<file path="src/rtl/rs_issue_array.sv">
`default_nettype none
// ============================================================================
//  Module   : rs_issue_array
//  Purpose  : Banked reservation stations, one bank of RS_DEPTH entries per
//             functional unit. Entries capture operands from a multi-channel
//             common data bus. Each bank dispatches its oldest fully-ready
//             entry to its FU over a valid/ready handshake.
//  Revision : 1.0 - initial parametrised release
// ----------------------------------------------------------------------------
//  Ports
//    clk, rst         clock, synchronous active-high reset
//    issue_*          instruction presented for allocation into bank issue_fuid
//    stall            issue_valid while the target bank is full
//    cdb_*            CDB_PORTS parallel result broadcasts (tag + value)
//    flush            discards every entry and any issue in the same cycle
//    fu_valid/ready   per-FU dispatch handshake
//    fu_op/robid/src_val  payload of the selected entry (zero when not valid)
//    bank_count       occupied entries per bank
// ============================================================================
module rs_issue_array #(
    parameter int FU_COUNT  = 8,
    parameter int RS_DEPTH  = 4,
    parameter int DATA_W    = 8,
    parameter int TAG_W     = 4,
    parameter int ROB_W     = 8,
    parameter int OP_W      = 8,
    parameter int CDB_PORTS = 2
) (
    input  logic                                       clk,
    input  logic                                       rst,
    input  logic                                       issue_valid,
    input  logic [$clog2(FU_COUNT)-1:0]                issue_fuid,
    input  logic [OP_W-1:0]                            issue_op,
    input  logic [ROB_W-1:0]                           issue_robid,
    input  logic [2*TAG_W-1:0]                         issue_src_tag,
    input  logic [1:0]                                 issue_src_rdy,
    input  logic [2*DATA_W-1:0]                        issue_src_val,
    output logic                                       stall,
    input  logic [CDB_PORTS-1:0]                       cdb_valid,
    input  logic [CDB_PORTS*TAG_W-1:0]                 cdb_tag,
    input  logic [CDB_PORTS*DATA_W-1:0]                cdb_val,
    input  logic                                       flush,
    output logic [FU_COUNT-1:0]                        fu_valid,
    input  logic [FU_COUNT-1:0]                        fu_ready,
    output logic [FU_COUNT*OP_W-1:0]                   fu_op,
    output logic [FU_COUNT*ROB_W-1:0]                  fu_robid,
    output logic [FU_COUNT*2*DATA_W-1:0]               fu_src_val,
    output logic [FU_COUNT*$clog2(RS_DEPTH+1)-1:0]     bank_count
);

    localparam int C_FU_W  = $clog2(FU_COUNT);
    localparam int C_IDX_W = (RS_DEPTH > 1) ? $clog2(RS_DEPTH) : 1;
    localparam int C_CNT_W = $clog2(RS_DEPTH + 1);

    // Returns {hit, value}; the lowest-numbered matching channel wins.
    function automatic logic [DATA_W:0] cdb_lookup(
        input logic [TAG_W-1:0]            tag,
        input logic [CDB_PORTS-1:0]        vld,
        input logic [CDB_PORTS*TAG_W-1:0]  tags,
        input logic [CDB_PORTS*DATA_W-1:0] vals
    );
        logic [DATA_W:0] result;
        result = '0;
        for (int c = CDB_PORTS - 1; c >= 0; c--) begin
            if (vld[c] && (tags[c*TAG_W +: TAG_W] == tag)) begin
                result = {1'b1, vals[c*DATA_W +: DATA_W]};
            end
        end
        return result;
    endfunction

    // ------------------------------------------------------------------
    // Entry state
    // ------------------------------------------------------------------
    logic                r_valid [FU_COUNT][RS_DEPTH];
    logic [OP_W-1:0]     r_op    [FU_COUNT][RS_DEPTH];
    logic [ROB_W-1:0]    r_robid [FU_COUNT][RS_DEPTH];
    logic [TAG_W-1:0]    r_tag   [FU_COUNT][RS_DEPTH][2];
    logic                r_rdy   [FU_COUNT][RS_DEPTH][2];
    logic [DATA_W-1:0]   r_val   [FU_COUNT][RS_DEPTH][2];
    // r_older[f][i][j] = 1 when entry i of bank f was allocated before entry j.
    // Only meaningful between two valid entries.
    logic                r_older [FU_COUNT][RS_DEPTH][RS_DEPTH];
    logic [C_CNT_W-1:0]  r_count [FU_COUNT];

    // ------------------------------------------------------------------
    // Combinational helpers
    // ------------------------------------------------------------------
    logic [DATA_W:0]     w_wake     [FU_COUNT][RS_DEPTH][2];
    logic                w_iss_rdy  [2];
    logic [DATA_W-1:0]   w_iss_val  [2];
    logic                w_elig     [FU_COUNT][RS_DEPTH];
    logic                w_oldest;
    logic                w_sel_vld  [FU_COUNT];
    logic [C_IDX_W-1:0]  w_sel_idx  [FU_COUNT];
    logic [C_IDX_W-1:0]  w_free_idx [FU_COUNT];
    logic                w_alloc    [FU_COUNT];
    logic                w_disp     [FU_COUNT];
    logic                w_accept;
    logic [DATA_W:0]     w_iss_hit;

    // Full is judged on registered occupancy, so a same-cycle dispatch
    // never releases the stall.
    assign stall    = !rst && issue_valid &&
                      (r_count[issue_fuid] == C_CNT_W'(RS_DEPTH));
    assign w_accept = issue_valid && !stall && !flush && !rst;

    // Source readiness for the instruction being allocated, including a
    // bypass from a same-cycle broadcast.
    always_comb begin
        w_iss_hit = '0;
        for (int s = 0; s < 2; s++) begin
            w_iss_hit    = cdb_lookup(issue_src_tag[s*TAG_W +: TAG_W],
                                      cdb_valid, cdb_tag, cdb_val);
            w_iss_rdy[s] = issue_src_rdy[s] | w_iss_hit[DATA_W];
            w_iss_val[s] = issue_src_rdy[s] ? issue_src_val[s*DATA_W +: DATA_W]
                                            : w_iss_hit[DATA_W-1:0];
        end
    end

    always_comb begin
        for (int f = 0; f < FU_COUNT; f++) begin
            for (int e = 0; e < RS_DEPTH; e++) begin
                for (int s = 0; s < 2; s++) begin
                    w_wake[f][e][s] = cdb_lookup(r_tag[f][e][s],
                                                 cdb_valid, cdb_tag, cdb_val);
                end
            end
        end
    end

    // Per-bank oldest-ready select and lowest free slot.
    always_comb begin
        w_oldest = 1'b0;
        for (int f = 0; f < FU_COUNT; f++) begin
            w_sel_vld[f]  = 1'b0;
            w_sel_idx[f]  = '0;
            w_free_idx[f] = '0;
            for (int e = 0; e < RS_DEPTH; e++) begin
                w_elig[f][e] = r_valid[f][e] && r_rdy[f][e][0] && r_rdy[f][e][1];
            end
            for (int e = RS_DEPTH - 1; e >= 0; e--) begin
                if (!r_valid[f][e]) begin
                    w_free_idx[f] = C_IDX_W'(e);
                end
            end
            for (int e = 0; e < RS_DEPTH; e++) begin
                w_oldest = w_elig[f][e];
                for (int j = 0; j < RS_DEPTH; j++) begin
                    if ((j != e) && w_elig[f][j] && r_older[f][j][e]) begin
                        w_oldest = 1'b0;
                    end
                end
                if (w_oldest) begin
                    w_sel_vld[f] = 1'b1;
                    w_sel_idx[f] = C_IDX_W'(e);
                end
            end
            w_alloc[f] = w_accept && (issue_fuid == C_FU_W'(f));
            w_disp[f]  = w_sel_vld[f] && fu_ready[f];
        end
    end

    // ------------------------------------------------------------------
    // Outputs
    // ------------------------------------------------------------------
    always_comb begin
        fu_valid   = '0;
        fu_op      = '0;
        fu_robid   = '0;
        fu_src_val = '0;
        bank_count = '0;
        for (int f = 0; f < FU_COUNT; f++) begin
            fu_valid[f] = w_sel_vld[f];
            bank_count[f*C_CNT_W +: C_CNT_W] = r_count[f];
            if (w_sel_vld[f]) begin
                fu_op[f*OP_W +: OP_W]                  = r_op[f][w_sel_idx[f]];
                fu_robid[f*ROB_W +: ROB_W]             = r_robid[f][w_sel_idx[f]];
                fu_src_val[(2*f)*DATA_W +: DATA_W]     = r_val[f][w_sel_idx[f]][0];
                fu_src_val[(2*f+1)*DATA_W +: DATA_W]   = r_val[f][w_sel_idx[f]][1];
            end
        end
    end

    // ------------------------------------------------------------------
    // State update
    // ------------------------------------------------------------------
    always_ff @(posedge clk) begin
        if (rst || flush) begin
            for (int f = 0; f < FU_COUNT; f++) begin
                r_count[f] <= '0;
                for (int e = 0; e < RS_DEPTH; e++) begin
                    r_valid[f][e] <= 1'b0;
                    for (int j = 0; j < RS_DEPTH; j++) begin
                        r_older[f][e][j] <= 1'b0;
                    end
                end
            end
        end else begin
            for (int f = 0; f < FU_COUNT; f++) begin
                if (w_alloc[f] && !w_disp[f]) begin
                    r_count[f] <= r_count[f] + C_CNT_W'(1);
                end else if (!w_alloc[f] && w_disp[f]) begin
                    r_count[f] <= r_count[f] - C_CNT_W'(1);
                end

                for (int e = 0; e < RS_DEPTH; e++) begin
                    // Capture applies only to unready sources, so a value
                    // once held is never overwritten by later broadcasts.
                    for (int s = 0; s < 2; s++) begin
                        if (r_valid[f][e] && !r_rdy[f][e][s] && w_wake[f][e][s][DATA_W]) begin
                            r_rdy[f][e][s] <= 1'b1;
                            r_val[f][e][s] <= w_wake[f][e][s][DATA_W-1:0];
                        end
                    end

                    if (w_disp[f] && (w_sel_idx[f] == C_IDX_W'(e))) begin
                        r_valid[f][e] <= 1'b0;
                    end

                    // The allocation slot is free in the current state, so it
                    // never collides with the dispatch or wakeup of that slot.
                    if (w_alloc[f] && (w_free_idx[f] == C_IDX_W'(e))) begin
                        r_valid[f][e] <= 1'b1;
                        r_op[f][e]    <= issue_op;
                        r_robid[f][e] <= issue_robid;
                        for (int s = 0; s < 2; s++) begin
                            r_tag[f][e][s] <= issue_src_tag[s*TAG_W +: TAG_W];
                            r_rdy[f][e][s] <= w_iss_rdy[s];
                            r_val[f][e][s] <= w_iss_val[s];
                        end
                    end

                    // New entry is younger than everything already present.
                    for (int j = 0; j < RS_DEPTH; j++) begin
                        if (w_alloc[f] && (w_free_idx[f] == C_IDX_W'(e))) begin
                            r_older[f][e][j] <= 1'b0;
                        end else if (w_alloc[f] && (w_free_idx[f] == C_IDX_W'(j))) begin
                            r_older[f][e][j] <= 1'b1;
                        end
                    end
                end
            end
        end
    end

endmodule
`default_nettype wire
</file>
<file path="config.mk">
export PLATFORM = sky130hd
export DESIGN_NAME = rs_issue_array
export DESIGN_NICKNAME = d
export VERILOG_FILES = /design/src/rtl/rs_issue_array.sv
export SDC_FILE = /design/constraint.sdc
export NUM_CORES = 2
export LEC_CHECK = 0
export BUFFER_PORTS_ARGS = -buffer_cell sky130_fd_sc_hd__buf_2
export CAP_MARGIN = 20
export CORE_MARGIN = 3
export CORE_UTILIZATION = 59
export CTS_BUF_LIST = sky130_fd_sc_hd__clkbuf_4 sky130_fd_sc_hd__clkbuf_8
export CTS_CLUSTER_SIZE = 28
export DETAILED_ROUTE_END_ITERATION = 6
export PLACE_DENSITY = 0.77
export SETUP_SLACK_MARGIN = 0.02
export SLEW_MARGIN = 15
export SYNTH_ARGS = -nofsm -noshare
export SYNTH_HDL_FRONTEND = slang
export SYNTH_SLANG_ARGS = --single-unit
export TNS_END_PERCENT = 30
</file>
<file path="constraint.sdc">
create_clock -name clk -period 4.25 [get_ports clk]
set_clock_uncertainty 0.15 [all_clocks]
set_input_delay 0.2125 -clock clk [delete_from_list [all_inputs] [get_ports clk]]
set_output_delay 0.2125 -clock clk [all_outputs]
set_load 0.02 [all_outputs]
</file>
# Word-level counts from Yosys, hierarchy flattened

Memory sizes are Yosys's and may differ from the RTL's.
Index checks and enable logic that the tools add are counted.
W data, S select, Z words.

Memory bits (writable): 1496
Memories: 8
Bits of input ports: 83
Word-level logic and storage cells: 2880
Register bits: 0
Output and inout bits: 289

Memory list:

| memory      | words | width | rd ports | clocked after Yosys merged registers in | wr ports | line | source |
|---|---|---|---|---|---|---|---|
| r_val       | 8     | 64    | 8        | 0                                       | 8        | 80   | `logic [DATA_W-1:0] r_val [FU_COUNT][RS_DEPTH][2];` |
| r_op        | 8     | 32    | 8        | 0                                       | 1        | 76   | `logic [OP_W-1:0] r_op [FU_COUNT][RS_DEPTH];` |
| r_robid     | 8     | 32    | 8        | 0                                       | 1        | 77   | `logic [ROB_W-1:0] r_robid [FU_COUNT][RS_DEPTH];` |
| r_tag       | 8     | 32    | 8        | 0                                       | 1        | 78   | `logic [TAG_W-1:0] r_tag [FU_COUNT][RS_DEPTH][2];` |
| r_older     | 8     | 12    | 8        | 0                                       | 8        | 83   | `logic r_older [FU_COUNT][RS_DEPTH][RS_DEPTH];` |
| r_rdy       | 8     | 8     | 8        | 0                                       | 8        | 79   | `logic r_rdy [FU_COUNT][RS_DEPTH][2];` |
| +2 memories | n/a   | n/a   | n/a      | n/a                                     | n/a      | n/a  |  |

Bitwise logic cells: 410
Equality and inequality tests: 188
$lt $le $gt $ge: 8
Mux-type cells: 1607
Add/sub/neg operators: 16
Reduce and logical (&&, ||, !) cells: 643

Operator list:

| cell                  | count |
|---|---|
| $mux W9               | 132 |
| $mux W1               | 1186 |
| $mux W8               | 114 |
| $mux W32              | 21 |
| $reduce_or A32 Y1     | 21 |
| $eq A4 B4 Y1          | 132 |
| $logic_and A1 B1 Y1   | 521 |
| $or A1 B1 Y1          | 402 |
| $mux W16              | 24 |
| $bmux W16 S2          | 8 |
| $bmux W8 S2           | 16 |
| $mux W3               | 37 |
| $mux W2               | 48 |
| $mux W4               | 21 |
| $logic_not A1 Y1      | 83 |
| $eq A2 B2 Y1 const B  | 32 |
| $eq A2 B1 Y1 const B  | 16 |
| $logic_not A2 Y1      | 16 |
| $add A3 B1 Y3 const B | 8 |
| $ge A3 B3 Y1 const B  | 8 |
| $not A2 Y3            | 8 |
| $sub A3 B1 Y3 const B | 8 |
| $eq A3 B3 Y1 const B  | 5 |
| $eq A3 B2 Y1 const B  | 2 |
| other kinds (3)       | 3 |

# Depth between registers and ports, before layout

Depth in word-level cells: 20
Depth in mapped cells: 12
Gate-level depth less buffers: 9

# Least setup slack after synthesis

No wires, ideal clock.

Kind: input to register
From: input port rst
To: memory r_rdy[0][23] (netlist name) (enable)
Buffers on the path: 1
Stages: 6
Setup slack: 0.821 ns
Data required time: 3.710 ns
Arrival: 2.889 ns
Setup time: 0.390 ns
Cells stage by stage: or4b_4 -> nor4b_4 -> a21boi_2 -> inv_2 -> buf_2 -> o31ai_1

RTL lines:

| what        | line | source |
|---|---|---|
| from (decl) | 30   | `input logic rst,` |
| to (decl)   | 79   |  |

==> results.py <==
metrics = {
    "run_status": {
        "status": "finished with violations",
        "violations": "DRC",
    },
    "critical_path": {
        "cp_data_required_time_ns": 3.89,
        "cp-end-kind": "primary output",
        "path_cells": "nand4_1, nand4_1, nand2b_1, buf_4, o22ai_1, a211oi_2, buf_2",
        "cp_top_family": "compound AO/OA/AOI/OAI gates",
        "arrival_ns": 3.80,
        "critPathMaxStageDelay_ns": 0.62,
        "path_buf_inv": 2,
        "start_kind": "register",
        "crit_path_top_delay_cell": "edfxtp_1",
        "cp_common_cell": "nand4_1",
        "path_class": "reg2out",
        "cp_max_fo": 33,
    },
    "final_layout": {
        "multiInputGateArea_um2": 30100,
        "drive_gt1_frac": 0.171,
        "post-route-util": 0.678,
        "register_area_um2": 44900,
        "fin_nets": 6751,
        "nFillCells": 9143,
        "syn_to_final_growth_pct": 13.6,
    },
    "hold_path": {
        "hp-class": "in2reg",
    },
    "global_route": {
        "first_global_vias": 56569,
        "overflow": 0,
        "grt_usage": 0.384,
        "grt_pass1_wl_um": 381000,
        "grt_start_max_net_pins": 83,
        "antenna_found_initial": 27,
    },
    "logic_synthesis": {
        "synth.top_cell.area_share": 0.578,
        "yosysTopAreaCell": "edfxtp_1",
        "yosys-top-cells-area": "edfxtp_1 (58%), mux2i_1 (16%), xnor2_1 (3.8%)",
        "synthArstFlopShare": 0,
        "synth_nets": 6303,
        "ys_warn_count": 0,
        "synthCells": 6211,
        "synth_enable_flop_cells": 1493,
        "netlist_area_um2": 77600,
        "postSynthRegisterBits": 1496,
        "synth.most_common_cell": "edfxtp_1",
        "ys.flop_type": "edfxtp_1",
        "ys_types": 75,
        "ys_seq_area_frac": 0.579,
        "syn_avg_cell_area_um2": 12.5,
        "synth_common_cells": "edfxtp_1 (1493), mux2i_1 (1254), clkbuf_1 (426)",
    },
    "clock_network": {
        "clockBufferDepth": 3,
        "cts_root_buf": "clkbuf_8",
        "clkSlewWorstSetupHoldPaths_ns": 0.06,
        "cts_sinks": 1496,
        "cts_setup_buffers": 0,
        "cts_buffers": 240,
        "h-tree-depth": 4,
        "clock_latency_ns": 1.01,
        "cts_tree": "built",
    },
    "power": {
        "vdd_drop_max_uv": 346,
        "pwr_density_cell_nw_per_um2": 350,
        "leakage_nw": 35.5,
    },
    "timing": {
        "fmax_mhz": 240,
        "period_minus_slack_ns": 4.17,
        "relSlewSlack": 0.126,
        "drv_slew": 0,
        "post-route-period-util": 0.980,
        "tns_ns": 0,
        "setup-violations-final": 0,
        "hold_viol": 0,
        "rsz0062_at_grt": "false",
        "tightest_slew_ns": 1.31,
    },
    "routing": {
        "drt_iter0_drc": 10199,
        "viasPerCell": 6.80,
        "antenna_left": 0,
        "wirelength_um": 268000,
        "drt-pass1-iter-count": 7,
        "wl_per_cell_um": 31.1,
        "drc": 7,
        "num_vias": 58530,
    },
    "floorplanning": {
        "io-pin-count": 372,
        "coreArea_um2": 130000,
        "dieArea_um2": 136000,
        "fp.dieW_um": 369,
        "start_util": 0.597,
        "rows": 132,
        "die_y_um": 369,
    },
    "flow_run": {
        "maxCapViolations": 0,
    },
    "placement": {
        "port_buffers": 371,
        "hpwl_um": 168000,
        "gp_congestion": 0.982,
    },
}
==> path summary, 6_finish.rpt <==
path / startpoint / to / slack (ns) / cells past startpoint
setup / recovery: r_valid[1][15]$_SDFFCE_PN0P_ / fu_src_val[119] / 0.08 / 7
hold / removal: fu_ready[0] / r_valid[0][0]$_SDFFCE_PP0P_ / 0.08 / 3
setup reg to reg: r_valid[1][15]$_SDFFCE_PN0P_ / r_count[7][2]$_SDFFCE_PN0P_ / 0.56 / 12
hold reg to reg: r_rdy[1][7]$_DFF_P_ / r_rdy[1][7]$_DFF_P_ / 0.45 / 2
==> state kept, by name (all words and copies together), names as in the netlist <==
| register | count |
|---|---|
| r_rdy | 64 |
| r_robid | 256 |
| r_val | 512 |
| r_op | 256 |
| r_tag | 256 |
| r_older | 96 |
| r_valid | 32 |
| r_count | 24 |
==> report_power, final <==
part | internal, mW | leakage (nW) | switching [mW]
clock | 6.20 | 2.46 | 6.06
sequential | 16.3 | 13.6 | 0.0876
combinational | 0.593 | 19.5 | 1.62
==> kinds of logic after synthesis <==
family	synth area share
flops	0.579
buf+inv	0.0394
compound gates	0.0703
simple gates	0.0869
fa+ha+maj	0.00213
mux	0.162
xor+xnor	0.0606
==> cell type report <==
| type | instances | area share |
|---|---|---|
| antenna | 14 | 0.000398 |
| multi-input combinational | 3945 | 0.342 |
| timing repair buffer | 790 | 0.0629 |
| clock inverter | 118 | 0.00861 |
| tap | 1742 | 0.0247 |
| sequential | 1496 | 0.509 |
| clock buffer | 318 | 0.0441 |
| inverter | 186 | 0.00792 |
==> layer usage <==
layer / wire [µm] / share of wire / GRT usage
met2: 115000 / 0.43 / 0.559
met4: 15600 / 0.058 / 0.203
met1: 96600 / 0.36 / 0.512
met5: 75 / 0.00028 / 0
met3: 40600 / 0.15 / 0.128
==> stage by stage <==
step	setup WS, ns	power (mW)	area (µm²)	hold slack, ns	instances
final	0.0844	30.8	88100	0.0758	8609
after global routing	0.0290	31.6	88100	0.0620	8599
after CTS	0.0356	30.7	87900	0.000851	8592
after detailed placement	0.637	18.7	82300	0.438	8061
after global placement	0.676	18.7	82300	0.408	8056
after floorplan	0.821	17.7	77600	0.161	6211
==> layout by cell type (no fill, tap or decap), drive strengths merged, types with 16 or more instances in the layout <==
master	Yosys	routed
edfxtp	1493	1493
mux2i	1254	1254
buf	152	695
xnor2	341	341
nor2	329	329
clkbuf	433	318
nor3	315	315
a211oi	225	225
o22ai	224	224
nand2	214	214
xor2	196	196
inv	178	195
nand4	154	154
nand3	147	147
clkinv	8	104
dlygate4sd3	0	95
o21ai	67	67
a22oi	65	65
a21oi	63	63
o31ai	42	42
nor4	30	30
and3	29	29
or2	17	17
o21a	17	17
or3	16	16
==> tightest hold or removal path, stage by stage <==
cell,delay [ns]
dlygate4sd3_1,0.55
buf_2,0.18
a211o_1,0.14
==> timing repair <==
| action | 4_1_cts | 5_1_grt |
|---|---|---|
| endpoints found under the setup margin | 30 | 26 |
| endpoints found under the hold margin | 1466 | 0 |
| hold buffers | 95 | 0 |
| gates resized for setup | 2 | 14 |
| pin swaps | 0 | 0 |
| cloned | 0 | 1 |
(Power assumes the default switching activity.)
